File: config.mk
export PLATFORM = sky130hd
export DESIGN_NAME = i2s_receiver
export DESIGN_NICKNAME = d
export VERILOG_FILES = /design/src/rtl/i2s_pkg.sv /design/src/rtl/i2s_receiver_sample_scaler.sv /design/src/rtl/i2s_receiver.sv
export SDC_FILE = /design/constraint.sdc
export NUM_CORES = 1
export LEC_CHECK = 0
export CAP_MARGIN = 20
export CORE_MARGIN = 4
export CORE_UTILIZATION = 45
export DETAILED_ROUTE_END_ITERATION = 8
export MAX_ROUTING_LAYER = met4
export PLACE_DENSITY = 0.74
export SYNTH_ARGS = -nofsm -noshare
export SYNTH_HDL_FRONTEND = slang
export SYNTH_SLANG_ARGS = --single-unit
File: constraint.sdc
create_clock -name clk -period 3.75 [get_ports clk]
set_input_delay 0.375 -clock clk [delete_from_list [all_inputs] [get_ports clk]]
set_output_delay 0.375 -clock clk [all_outputs]
set_load 0.05 [all_outputs]
File: src/rtl/i2s_pkg.sv
// i2s_pkg: shared types and default widths for the I2S receiver.
//   i2s_rx_state_t   : receiver framing state
//   DEF_SAMPLE_WIDTH : serial bits captured per channel slot
//   DEF_OUT_WIDTH    : width of the parallel output sample
//   SCALE_W          : width of the left-shift scale control
package i2s_pkg;

  typedef enum logic [1:0] {
    SYNC  = 2'd0,
    ARMED = 2'd1,
    SHIFT = 2'd2,
    WAIT  = 2'd3
  } i2s_rx_state_t;

  localparam int unsigned DEF_SAMPLE_WIDTH = 24;
  localparam int unsigned DEF_OUT_WIDTH    = 16;
  localparam int unsigned SCALE_W          = 3;
  localparam int unsigned SCALE_MAX        = (1 << SCALE_W) - 1;

endpackage

File: src/rtl/i2s_receiver_sample_scaler.sv
// sample_scaler: combinational saturating left shift followed by truncation.
//   word     : signed SAMPLE_WIDTH input word
//   scale    : left-shift amount 0..SCALE_MAX
//   scaled_c : top OUT_WIDTH bits of the saturated, shifted word
module sample_scaler
  import i2s_pkg::*;
#(
  parameter int unsigned SAMPLE_WIDTH = DEF_SAMPLE_WIDTH,
  parameter int unsigned OUT_WIDTH    = DEF_OUT_WIDTH
) (
  input  logic [SAMPLE_WIDTH-1:0] word,
  input  logic [SCALE_W-1:0]      scale,
  output logic [OUT_WIDTH-1:0]    scaled_c
);

  localparam int unsigned EXT_W = SAMPLE_WIDTH + SCALE_MAX;
  localparam int unsigned HI_W  = SCALE_MAX + 1;

  logic [EXT_W-1:0] ext;
  logic [EXT_W-1:0] shifted;
  logic [HI_W-1:0]  hi;
  logic             fits;
  logic             unused_low;

  // Sign-extend far enough that the largest shift can never lose bits.
  assign ext     = {{SCALE_MAX{word[SAMPLE_WIDTH-1]}}, word};
  assign shifted = ext << scale;

  // The result fits the signed SAMPLE_WIDTH range when every bit from the
  // sign position upward is a copy of the sign.
  assign hi   = shifted[EXT_W-1:SAMPLE_WIDTH-1];
  assign fits = (hi == '0) || (hi == '1);

  always_comb begin
    scaled_c = shifted[SAMPLE_WIDTH-1 -: OUT_WIDTH];
    if (!fits) begin
      if (shifted[EXT_W-1]) scaled_c = {1'b1, {(OUT_WIDTH-1){1'b0}}};
      else                  scaled_c = {1'b0, {(OUT_WIDTH-1){1'b1}}};
    end
  end

  // Low bits are dropped by the truncation.
  assign unused_low = ^shifted;

endmodule

File: src/rtl/i2s_receiver.sv
// i2s_receiver: deserialises the I2S ADC bitstream into signed, scaled
// parallel samples presented as a one-cycle valid pulse. sclk and lrck are
// levels sampled in the clk domain, never used as clocks.
//   clk, reset  : system clock, asynchronous active-high reset
//   sclk        : serial bit clock level
//   lrck        : word select level (0 = left, 1 = right)
//   adc         : serial data, MSB first, one bit after the lrck change
//   adcScale    : left-shift amount applied before output
//   sampleData  : registered scaled sample
//   sampleValid : one-cycle pulse marking new sampleData
//   sampleRight : channel of sampleData (only with I2S_RX_STEREO_EN)
// Macro I2S_RX_STEREO_EN: capture both channels; otherwise left only.
module i2s_receiver
  import i2s_pkg::*;
#(
  parameter int unsigned SAMPLE_WIDTH = DEF_SAMPLE_WIDTH,
  parameter int unsigned OUT_WIDTH    = DEF_OUT_WIDTH
) (
  input  logic                 clk,
  input  logic                 reset,
  input  logic                 sclk,
  input  logic                 lrck,
  input  logic                 adc,
  input  logic [SCALE_W-1:0]   adcScale,
  output logic [OUT_WIDTH-1:0] sampleData,
  output logic                 sampleValid
`ifdef I2S_RX_STEREO_EN
  ,
  output logic                 sampleRight
`endif
);

  localparam int unsigned CNT_W = $clog2(SAMPLE_WIDTH + 1);

  i2s_rx_state_t             state;
  logic                      sclk_prev;
  logic                      lrck_prev;
  logic [SAMPLE_WIDTH-2:0]   shreg;
  logic [CNT_W-1:0]          cnt;
  logic [SAMPLE_WIDTH-1:0]   word_q;
  logic [SCALE_W-1:0]        scale_q;
  logic                      pend;
  logic [SAMPLE_WIDTH-1:0]   shift_in;
  logic [OUT_WIDTH-1:0]      scaled;
  logic                      rise;
  logic                      chg;
  logic                      arm_ok;
  logic                      last_bit;
`ifdef I2S_RX_STEREO_EN
  logic                      slot_right;
  logic                      word_right;
`endif

  assign rise     = sclk & ~sclk_prev;
  assign chg      = lrck ^ lrck_prev;
  assign shift_in = {shreg, adc};
  assign last_bit = (cnt == CNT_W'(SAMPLE_WIDTH - 1));

  // Whether a channel change into the current lrck level opens a capture slot.
`ifdef I2S_RX_STEREO_EN
  assign arm_ok = 1'b1;
`else
  assign arm_ok = ~lrck;
`endif

  sample_scaler #(
    .SAMPLE_WIDTH (SAMPLE_WIDTH),
    .OUT_WIDTH    (OUT_WIDTH)
  ) u_scaler (
    .word     (word_q),
    .scale    (scale_q),
    .scaled_c (scaled)
  );

  // Framing FSM, shift register and output stage.
  always_ff @(posedge clk or posedge reset) begin
    if (reset) begin
      state       <= SYNC;
      sclk_prev   <= 1'b0;
      lrck_prev   <= 1'b0;
      shreg       <= '0;
      cnt         <= '0;
      word_q      <= '0;
      scale_q     <= '0;
      pend        <= 1'b0;
      sampleData  <= '0;
      sampleValid <= 1'b0;
`ifdef I2S_RX_STEREO_EN
      slot_right  <= 1'b0;
      word_right  <= 1'b0;
      sampleRight <= 1'b0;
`endif
    end else begin
      sclk_prev   <= sclk;
      pend        <= 1'b0;
      sampleValid <= pend;

      // Word latched on the previous cycle goes out scaled on this one.
      if (pend) begin
        sampleData  <= scaled;
`ifdef I2S_RX_STEREO_EN
        sampleRight <= word_right;
`endif
      end

      if (rise) begin
        lrck_prev <= lrck;
        case (state)
          SYNC: begin
            // Frame alignment: only a right-to-left change starts capture.
            if (chg && !lrck) state <= ARMED;
          end
          ARMED: begin
            shreg <= shift_in[SAMPLE_WIDTH-2:0];
            cnt   <= CNT_W'(1);
`ifdef I2S_RX_STEREO_EN
            slot_right <= lrck;
`endif
            state <= SHIFT;
          end
          SHIFT: begin
            shreg <= shift_in[SAMPLE_WIDTH-2:0];
            cnt   <= cnt + CNT_W'(1);
            if (last_bit) begin
              // Final bit wins over a coincident channel change.
              word_q  <= shift_in;
              scale_q <= adcScale;
              pend    <= 1'b1;
`ifdef I2S_RX_STEREO_EN
              word_right <= slot_right;
`endif
              state <= (chg && arm_ok) ? ARMED : WAIT;
            end else if (chg) begin
              // Short slot: drop the partial word.
              state <= arm_ok ? ARMED : WAIT;
            end
          end
          WAIT: begin
            if (chg && arm_ok) state <= ARMED;
          end
          default: state <= SYNC;
        endcase
      end
    end
  end

endmodule

## Word-level counts from Yosys, hierarchy flattened

Cells that the tools add are included.

| word-level totals | value |
|---|---|
| flip-flop bits (word level) | 77 |
| bits of input ports | 8 |
| output and inout bits | 17 |
| logic and storage cells | 49 |

| operators by class | value |
|---|---|
| add/sub/neg operators | 1 |
| equality and inequality tests | 8 |
| shift-type cells | 1 |
| muxes and demuxes | 13 |
| bitwise logic cells | 4 |
| reductions and logical operators | 12 |

Operators by type and width:

| cell | count |
|---|---|
| two-way mux 16 bit | 2 |
| left shift 31 x 3 -> 31 bit | 1 |
| two-way mux 2 bit | 6 |
| case mux 5 bit (2 select lines) | 1 |
| equality test 8 bit (second input constant) | 1 |
| logical NOT 8 bit | 1 |
| case mux 2 bit (4 select lines) | 1 |
| adder 5 x 1 -> 5 bit (second input constant) | 1 |
| equality test 5 bit (second input constant) | 1 |
| equality test 2 bit (second input constant) | 2 |
| inequality test 2 bit (second input constant) | 2 |
| AND reduction 2 bit | 2 |
| AND reduction 4 bit | 1 |
| two-way mux 1 bit | 3 |
| inequality test 3 bit (second input constant) | 1 |
| AND reduction 3 bit | 1 |
| equality test 2 x 1 -> 1 bit (second input constant) | 1 |
| logical AND 1 bit | 2 |
| logical NOT 2 bit | 1 |
| inverter 1 bit | 2 |
| nonzero test 2 bit | 1 |
| OR reduction 2 bit | 1 |
| bitwise AND 1 bit | 1 |
| logical NOT 1 bit | 1 |
| other kinds (2) | 2 |

## Logic depth before layout (Yosys ltp)

Gate-level depths: netlist of the first run.

| logic depth | value |
|---|---|
| depth after elaboration | 5 |
| mapped depth | 8 |
| gate-level depth less buffers | 6 |

## Modules after synthesis

A second synthesis of the first run with hierarchy kept.

| second synthesis, totals | value |
|---|---|
| cell total of the unflattened synthesis | 278 |
| area total of the unflattened synthesis | 4096.4 µm² |

By module, submodules not included:

| module | instances | cells an instance | area an instance (µm²) | seq. area each (µm²) |
|---|---|---|---|---|
| i2s_receiver | 1 | 196 | 3104.2 | 1926.8 |
| sample_scaler | 1 | 82 | 992.2 | 0.0 |

## Least setup slack after synthesis of the first run

Ideal clock, no wire load.

| timing path | value |
|---|---|
| path type | register -> register |
| start | register scale_q[0] |
| end | register sampleData[11] |
| library setup time | 0.135 ns |
| data arrival time | 1.913 ns |
| data required time | 3.615 ns |
| path slack | 1.702 ns |
| stages on the path, launching flop included | 9 |
| cells stage by stage | dfrtp_1 buf_6 buf_4 buf_2 mux4_2 mux2i_1 nand2_1 o21ai_0 o22ai_1 |

| between the ends | value |
|---|---|
| word-level cells in the longest chain between the ends | 4 |
| elaborated cells on any way between the ends | 6 |

RTL lines:

| what | line | text |
|---|---|---|
| from (decl) | i2s_receiver.sv:41 | `logic [SCALE_W-1:0] scale_q;` |
| from (signal assigned) | i2s_receiver.sv:127 | `scale_q <= adcScale;` |
| left shift 31 x 3 -> 31 bit (*) | i2s_receiver_sample_scaler.sv:27 | `assign shifted = ext << scale;` |
| equality test 8 bit or logical NOT 8 bit (tied branches) | i2s_receiver_sample_scaler.sv:32 | `assign fits = (hi == '0) \|\| (hi == '1);` |
| logical OR 1 bit | i2s_receiver_sample_scaler.sv:32 |  |
| two-way mux 16 bit (*) | i2s_receiver_sample_scaler.sv:36 | `if (!fits) begin` |
| to (signal assigned) | i2s_receiver.sv:100 | `sampleData <= scaled;` |
| to (decl) | i2s_receiver.sv:25 | `output logic [OUT_WIDTH-1:0] sampleData,` |

Mark *: on every way between the ends. The rest lies on a longest branch, timed or not.
A chain may end at the register's enable or synchronous reset.

## Worst setup path in the final report of the first run

| timing path | value |
|---|---|
| start | register scale_q[1] |
| end | register sampleData[12] |

The elaborated chain is that of the path after synthesis.

==> flow_metrics.env, run 1 <==
export IMPL_p_per_area_mw_per_mm2=416
export IMPL_worstReg2RegEnd="sampleData[12]$_DFFE_PP0P_"
export IMPL_worstPathMaxFanout=29
export IMPL_cp_end_kind="register"
export IMPL_rsz0062_at_grt="no"
export IMPL_min_period_ns=3.00
export IMPL_seqPwrFrac=0.496
export IMPL_synth_edf_count=0
export IMPL_timing_max_cap_violations=0
export IMPL_place_congestion=0.893
export IMPL_seq_area_frac_synth=0.477
export IMPL_yosys_register_bits=76
export IMPL_ys_async_sr_fraction=1.00
export IMPL_fin_skew_ns=0.00932
export IMPL_slowest_delay_ns=0.98
export IMPL_cts_setup_buffers=0
export IMPL_crit_top_cell="o21ai_0"
export IMPL_antenna_found_initial=0
export IMPL_num_vias=2546
export IMPL_min_from="sclk"
export IMPL_core_mm2=0.00868
export IMPL_post_route_period_util=0.800
export IMPL_p_int_uw=1430
export IMPL_start_util=0.459
export IMPL_slew_viol_final=0
export IMPL_grt_max_degree=77
export IMPL_p_leak_uw=0.00201
export IMPL_p_sw_frac=0.243
export IMPL_root_buffer="clkbuf_8"
export IMPL_io_pins=25
export IMPL_cts_hold_buf=0
export IMPL_cts_sinks=76
export IMPL_p_clk_frac=0.396
export IMPL_r2r_worst_path_cells=5
export IMPL_die_h_um=102
export IMPL_post_cts_resize_count=0
export IMPL_netlist_area_mm2=0.00399
export IMPL_criticalPathCategory="register to register"
export IMPL_required_ns=4.02
export IMPL_ff2ff_setup_slack_ns=0.75
export IMPL_clk_pin_slew_ns=0.08
export IMPL_worst_pin_slew_ns=1.05
export IMPL_hold_depth=1
export IMPL_grt_pass1_wl_um=12500
export IMPL_outcome="finished, final reports clean"
export IMPL_syn_num_nets=341
export IMPL_via_per_inst=5.57
export IMPL_cts_htree_levels=3
export IMPL_dpl_hpwl_um=4860
export IMPL_ys_types=40
export IMPL_postSynthCellCount=326
export IMPL_crit_chain="o21ai_0 -> a311o_1 -> a32oi_1 -> o21ai_0 -> o22ai_1"
export IMPL_insertion_delay_ns=0.35
export IMPL_setup_viol=0
export IMPL_drc=0
export IMPL_wl_um=7050
export IMPL_cp_slowest_cell="dfrtp_1"
export IMPL_hold_path_class="input pin to register"
export IMPL_post_place_ws_ns=0.849
export IMPL_avgRoutedWirePerCell_um=15.4
export IMPL_grt_pass1_vias=2600
export IMPL_synthFlopType="dfrtp_1"
export IMPL_drt_iter0_markers=153
export IMPL_mostFrequentLayoutCells="dfrtp_1 (76), mux2_2 (48), nand2_1 (28), o21ai_0 (28), clkdlybuf4s50_1 (24)"
export IMPL_fp_dieW_um=102
export IMPL_syn_to_final_growth_pct=13.6
export IMPL_n_antenna_cell=0
export IMPL_rows=34
export IMPL_synth_warnings=0
export IMPL_grt_usage=0.155
export IMPL_postRouteAntennaNets=0
export IMPL_cts_tree="built"
export IMPL_start_kind="register"
export IMPL_fmaxAchievable_ghz=0.333
export IMPL_slew_headroom=0.301
export IMPL_dieArea_mm2=0.0104
export IMPL_numCtsBuffers=9
export IMPL_final_common_cell="dfrtp_1"
export IMPL_rr_startpoint="scale_q[1]$_DFFE_PP0P_"
export IMPL_fin_nets=359
export IMPL_p_switching_uw=459
export IMPL_drive_above_1_share=0.269
export IMPL_syn_area_per_cell_um2=12.2
export IMPL_portBuffers=24
export IMPL_comb_power_share=0.109
export IMPL_setup_ws_ns=0.749
export IMPL_gr_total_overflow=0
export IMPL_tns_ns=0
export IMPL_dr_pass1_iters=4
export IMPL_hold_end="sclk_prev$_DFF_PP0_"
export IMPL_ctsLongestPathBuffers=2
export IMPL_ir_drop_mv=0.275
export IMPL_timing_hold_violations_final=0
export IMPL_crit_arrival_ns=3.27
export IMPL_power_total_uw=1890
[metal layers]
| metal | wire length (um) | global-route usage |
|---|---|---|
| met1 | 3170 | 0.208 |
| met2 | 3520 | 0.237 |
| met3 | 254 | 0.0239 |
| met4 | 101 | 0.0646 |
| met5 | 0 | - |
[synthesized netlist by cell type, types with 2 or more instances]
master,instances,share of area
inv_1,20,0.019
o22ai_1,15,0.024
nand3_1,3,0.0038
mux2i_1,15,0.038
ha_1,7,0.022
o21ai_0,28,0.035
nor3_1,2,0.0025
nand4_1,16,0.025
dfrtp_1,76,0.48
buf_6,2,0.0056
buf_4,3,0.0056
clkbuf_1,14,0.013
mux4_2,20,0.11
buf_2,2,0.0025
nand2_1,28,0.026
a21o_1,2,0.0038
nor2b_1,3,0.0047
mux2_2,48,0.14
[flip-flops by register name (all words and copies together), names as in the netlist]
name,flops
cnt,5
lrck_prev,1
pend,1
sampleData,16
sampleValid,1
scale_q,3
sclk_prev,1
shreg,23
state,2
word_q,23
[power by group through the flow]
| stage | clock network [uW] | registers (uW) | logic, uW |
|---|---|---|---|
| 2_1_floorplan | 0 | 935 | 172 |
| 3_3_place_gp | 0 | 949 | 205 |
| 3_5_place_dp | 0 | 952 | 211 |
| 4_1_cts | 764 | 936 | 211 |
| 5_1_grt | 804 | 947 | 241 |
| 6_report | 746 | 935 | 205 |
[cells by family (layout without fill, tap and decap cells)]
group,count (synthesis),count (layout),synth area share
simple gates,60,60,0.0772
fa+ha+maj,7,7,0.0220
compound gates,56,56,0.0888
mux,83,83,0.286
flops,76,76,0.477
buf+inv,44,67,0.0486
[area by class of cell]
cell class,count,area (um2)
Clock buffer,10,128
Clock inverter,6,113
Fill cell,769,4150
Inverter,22,82.6
Multi-Input combinational cell,206,1890
Sequential cell,76,1900
Tap cell,108,135
Timing Repair Buffer,29,278
[worst max-delay path: cells and delay by family, from the launching register on]
| kind | cells | cell delay [ns] |
|---|---|---|
| DFF | 1 | 0.98 |
| AOI/OAI and AO/OA | 5 | 1.93 |
[how the worst max path moves through the flow]
stage               cells after the start                    from  slack [ns]                          to
floorplan                               1                   reset        1.44          cnt[0]$_DFFE_PP0P_
global placement                        5  scale_q[1]$_DFFE_PP0P_        0.97  sampleData[12]$_DFFE_PP0P_
detailed placement                      5  scale_q[1]$_DFFE_PP0P_        0.85  sampleData[12]$_DFFE_PP0P_
CTS                                     5  scale_q[1]$_DFFE_PP0P_        0.83  sampleData[12]$_DFFE_PP0P_
global route                            5  scale_q[1]$_DFFE_PP0P_        0.55  sampleData[12]$_DFFE_PP0P_
finish                                  5  scale_q[1]$_DFFE_PP0P_        0.75  sampleData[12]$_DFFE_PP0P_
[stage by stage]
stage                     hold WS, ns  instances   util  instance area (um2)
after floorplan                 0.352        326      -                 3990
after global placement          0.459        441  0.494                 4290
after detailed placement        0.481        441  0.494                 4290
after CTS                       0.465        457  0.522                 4530
after global routing            0.491        457  0.522                 4530
final                           0.478        457  0.522                 4530
(Power assumes the default switching activity.)
==> inputs of run 2 (changes only) <==
Settings changed: PLACE_DENSITY 0.74 to 0.77.
Clock period 3.75 ns to 2.7 ns, I/O delays scaled along.
==> run 2 against run 1 <==
  * Routed wire length increased by 1.6%
  * Non-clock buffer count grew 6
  * Final cell count is 1.3% higher
  * Core utilization about the same
  * Clock power is 11% higher
  * Global-route usage fell by 0.28 points
  * Critical path depth did not move
  * Combinational power is 43% higher
  * Sequential share of layout area about the same
  * Clock skew rose by 0.0039 ns
  * Highest routed layer unchanged
  * Via count grew 2.7%
==> flow_metrics.env, run 2 (synthesized netlist as in run 1, its figures left out) <==
export IMPL_wl_um=7160
export IMPL_timing_hold_violations_final=0
export IMPL_fp_dieW_um=102
export IMPL_postRouteAntennaNets=0
export IMPL_slew_viol_final=0
export IMPL_cts_setup_buffers=0
export IMPL_post_cts_resize_count=0
export IMPL_rows=34
export IMPL_fin_nets=365
export IMPL_cts_htree_levels=3
export IMPL_ctsLongestPathBuffers=2
export IMPL_numCtsBuffers=9
export IMPL_dpl_hpwl_um=5020
export IMPL_syn_to_final_growth_pct=13.6
export IMPL_min_period_ns=2.48
export IMPL_drt_iter0_markers=135
export IMPL_post_place_ws_ns=0.251
export IMPL_worst_pin_slew_ns=0.998
export IMPL_rsz0062_at_grt="no"
export IMPL_r2r_worst_path_cells=5
export IMPL_num_vias=2615
export IMPL_core_mm2=0.00868
export IMPL_root_buffer="clkbuf_8"
export IMPL_outcome="finished, final reports clean"
export IMPL_setup_viol=0
export IMPL_p_per_area_mw_per_mm2=535
export IMPL_dr_pass1_iters=5
export IMPL_insertion_delay_ns=0.35
export IMPL_via_per_inst=5.65
export IMPL_criticalPathCategory="register to register"
export IMPL_tns_ns=0
export IMPL_cts_hold_buf=0
export IMPL_regArea_mm2=0.00190
export IMPL_cp_end_kind="register"
export IMPL_gr_total_overflow=0
export IMPL_post_route_period_util=0.920
export IMPL_antenna_found_initial=0
export IMPL_start_kind="register"
export IMPL_setup_ws_ns=0.216
export IMPL_grt_pass1_vias=2589
export IMPL_multi_input_area_mm2=0.00189
export IMPL_hold_path_class="input pin to asynchronous set/reset pin"
export IMPL_final_common_cell="dfrtp_1"
export IMPL_drc=0
export IMPL_worstPathMaxFanout=15
export IMPL_fin_skew_ns=0.0132
export IMPL_grt_pass1_wl_um=12400
export IMPL_avgRoutedWirePerCell_um=15.5
export IMPL_fin_util=0.522
export IMPL_clk_pin_slew_ns=0.09
export IMPL_slew_headroom=0.334
export IMPL_reg_top3="shreg x23, word_q x23, sampleData x16"
export IMPL_p_leak_uw=0.00202
export IMPL_timing_max_cap_violations=0
export IMPL_grt_usage=0.152
export IMPL_n_antenna_cell=0
export IMPL_mostFrequentLayoutCells="dfrtp_1 (76), mux2_2 (48), nand2_1 (28), o21ai_0 (28), clkdlybuf4s50_1 (24)"
export IMPL_die_h_um=102
export IMPL_ir_drop_mv=0.230
export IMPL_fill_cells=757
export IMPL_required_ns=2.91
export IMPL_fmaxAchievable_ghz=0.403
export IMPL_portBuffers=24
export IMPL_cts_tree="built"
export IMPL_crit_arrival_ns=2.70
export IMPL_start_util=0.459
export IMPL_dieArea_mm2=0.0104
export IMPL_drive_above_1_share=0.279
export IMPL_grt_max_degree=77
export IMPL_cts_sinks=76
export IMPL_io_pins=25
export IMPL_place_congestion=0.884
==> run 2: changes by cell type in the layout (fill, tap and decap cells not counted), sizes merged <==
cell / delta
clkbuf: +1
buf: +6
clkinvlp: +1
bufinv: -2
==> run 2: layout make-up <==
type / count / area share
Clock inverter: 5 / 0.0116
Tap cell: 108 / 0.0298
Inverter: 22 / 0.0182
Clock buffer: 11 / 0.0290
Sequential cell: 76 / 0.420
Multi-Input combinational cell: 206 / 0.417
Timing Repair Buffer: 35 / 0.0740
==> run 2: worst paths after layout <==
kind                                              end                    from  slack (ns)
hold / removal                   state[0]$_DFFE_PP0P_                   reset        0.32
hold reg to reg                    cnt[4]$_DFFE_PP0P_      cnt[4]$_DFFE_PP0P_        0.48
max in group asynchronous       shreg[12]$_DFFE_PP0P_                   reset        2.07
setup / recovery           sampleData[10]$_DFFE_PP0P_  scale_q[0]$_DFFE_PP0P_        0.22
setup reg to reg           sampleData[10]$_DFFE_PP0P_  scale_q[0]$_DFFE_PP0P_        0.22
min in group clk                  sclk_prev$_DFF_PP0_                    sclk        0.39
==> run 2: report_power, final <==
group / leakage (uW) / switching [uW] / internal, uW
combinational: 0.000901 / 149 / 144
clock: 0.0000931 / 405 / 423
sequential: 0.00103 / 74.3 / 1230
total: 0.00202 / 629 / 1800
==> run 2: critical path, cell delays in order, from the launching register on <==
cell and delay [ns]:
dfrtp_1 0.63, mux4_2 0.60, a2111oi_2 0.33, a32oi_1 0.33, o21ai_0 0.36, o22ai_1 0.11
==> run 2: routing by layer <==
| metal | up-vias | wire length, um | GRT usage |
|---|---|---|---|
| li1 | 1252 | - | - |
| met1 | 1293 | 3150 | 0.197 |
| met2 | 56 | 3640 | 0.243 |
| met3 | 14 | 256 | 0.0273 |
| met4 | 0 | 110 | 0.0535 |
| met5 | - | 0 | - |
==> run 2: stage by stage <==
| stage | hold WS, ns | power [uW] | cells | instance area (um2) |
|---|---|---|---|---|
| after CTS | 0.341 | 2450 | 463 | 4530 |
| after floorplan | 0.301 | 1540 | 326 | 3990 |
| final | 0.318 | 2420 | 463 | 4530 |
| after detailed placement | 0.462 | 1620 | 447 | 4350 |
| after global placement | 0.456 | 1600 | 447 | 4350 |
| after global routing | 0.354 | 2560 | 463 | 4530 |
==> inputs of run 3 (changes only) <==
Settings changed: SKIP_CTS_REPAIR_TIMING from default to 1.
==> results of run 3 <==
No change in the layout: final DEF, timing and power equal those of run 2.
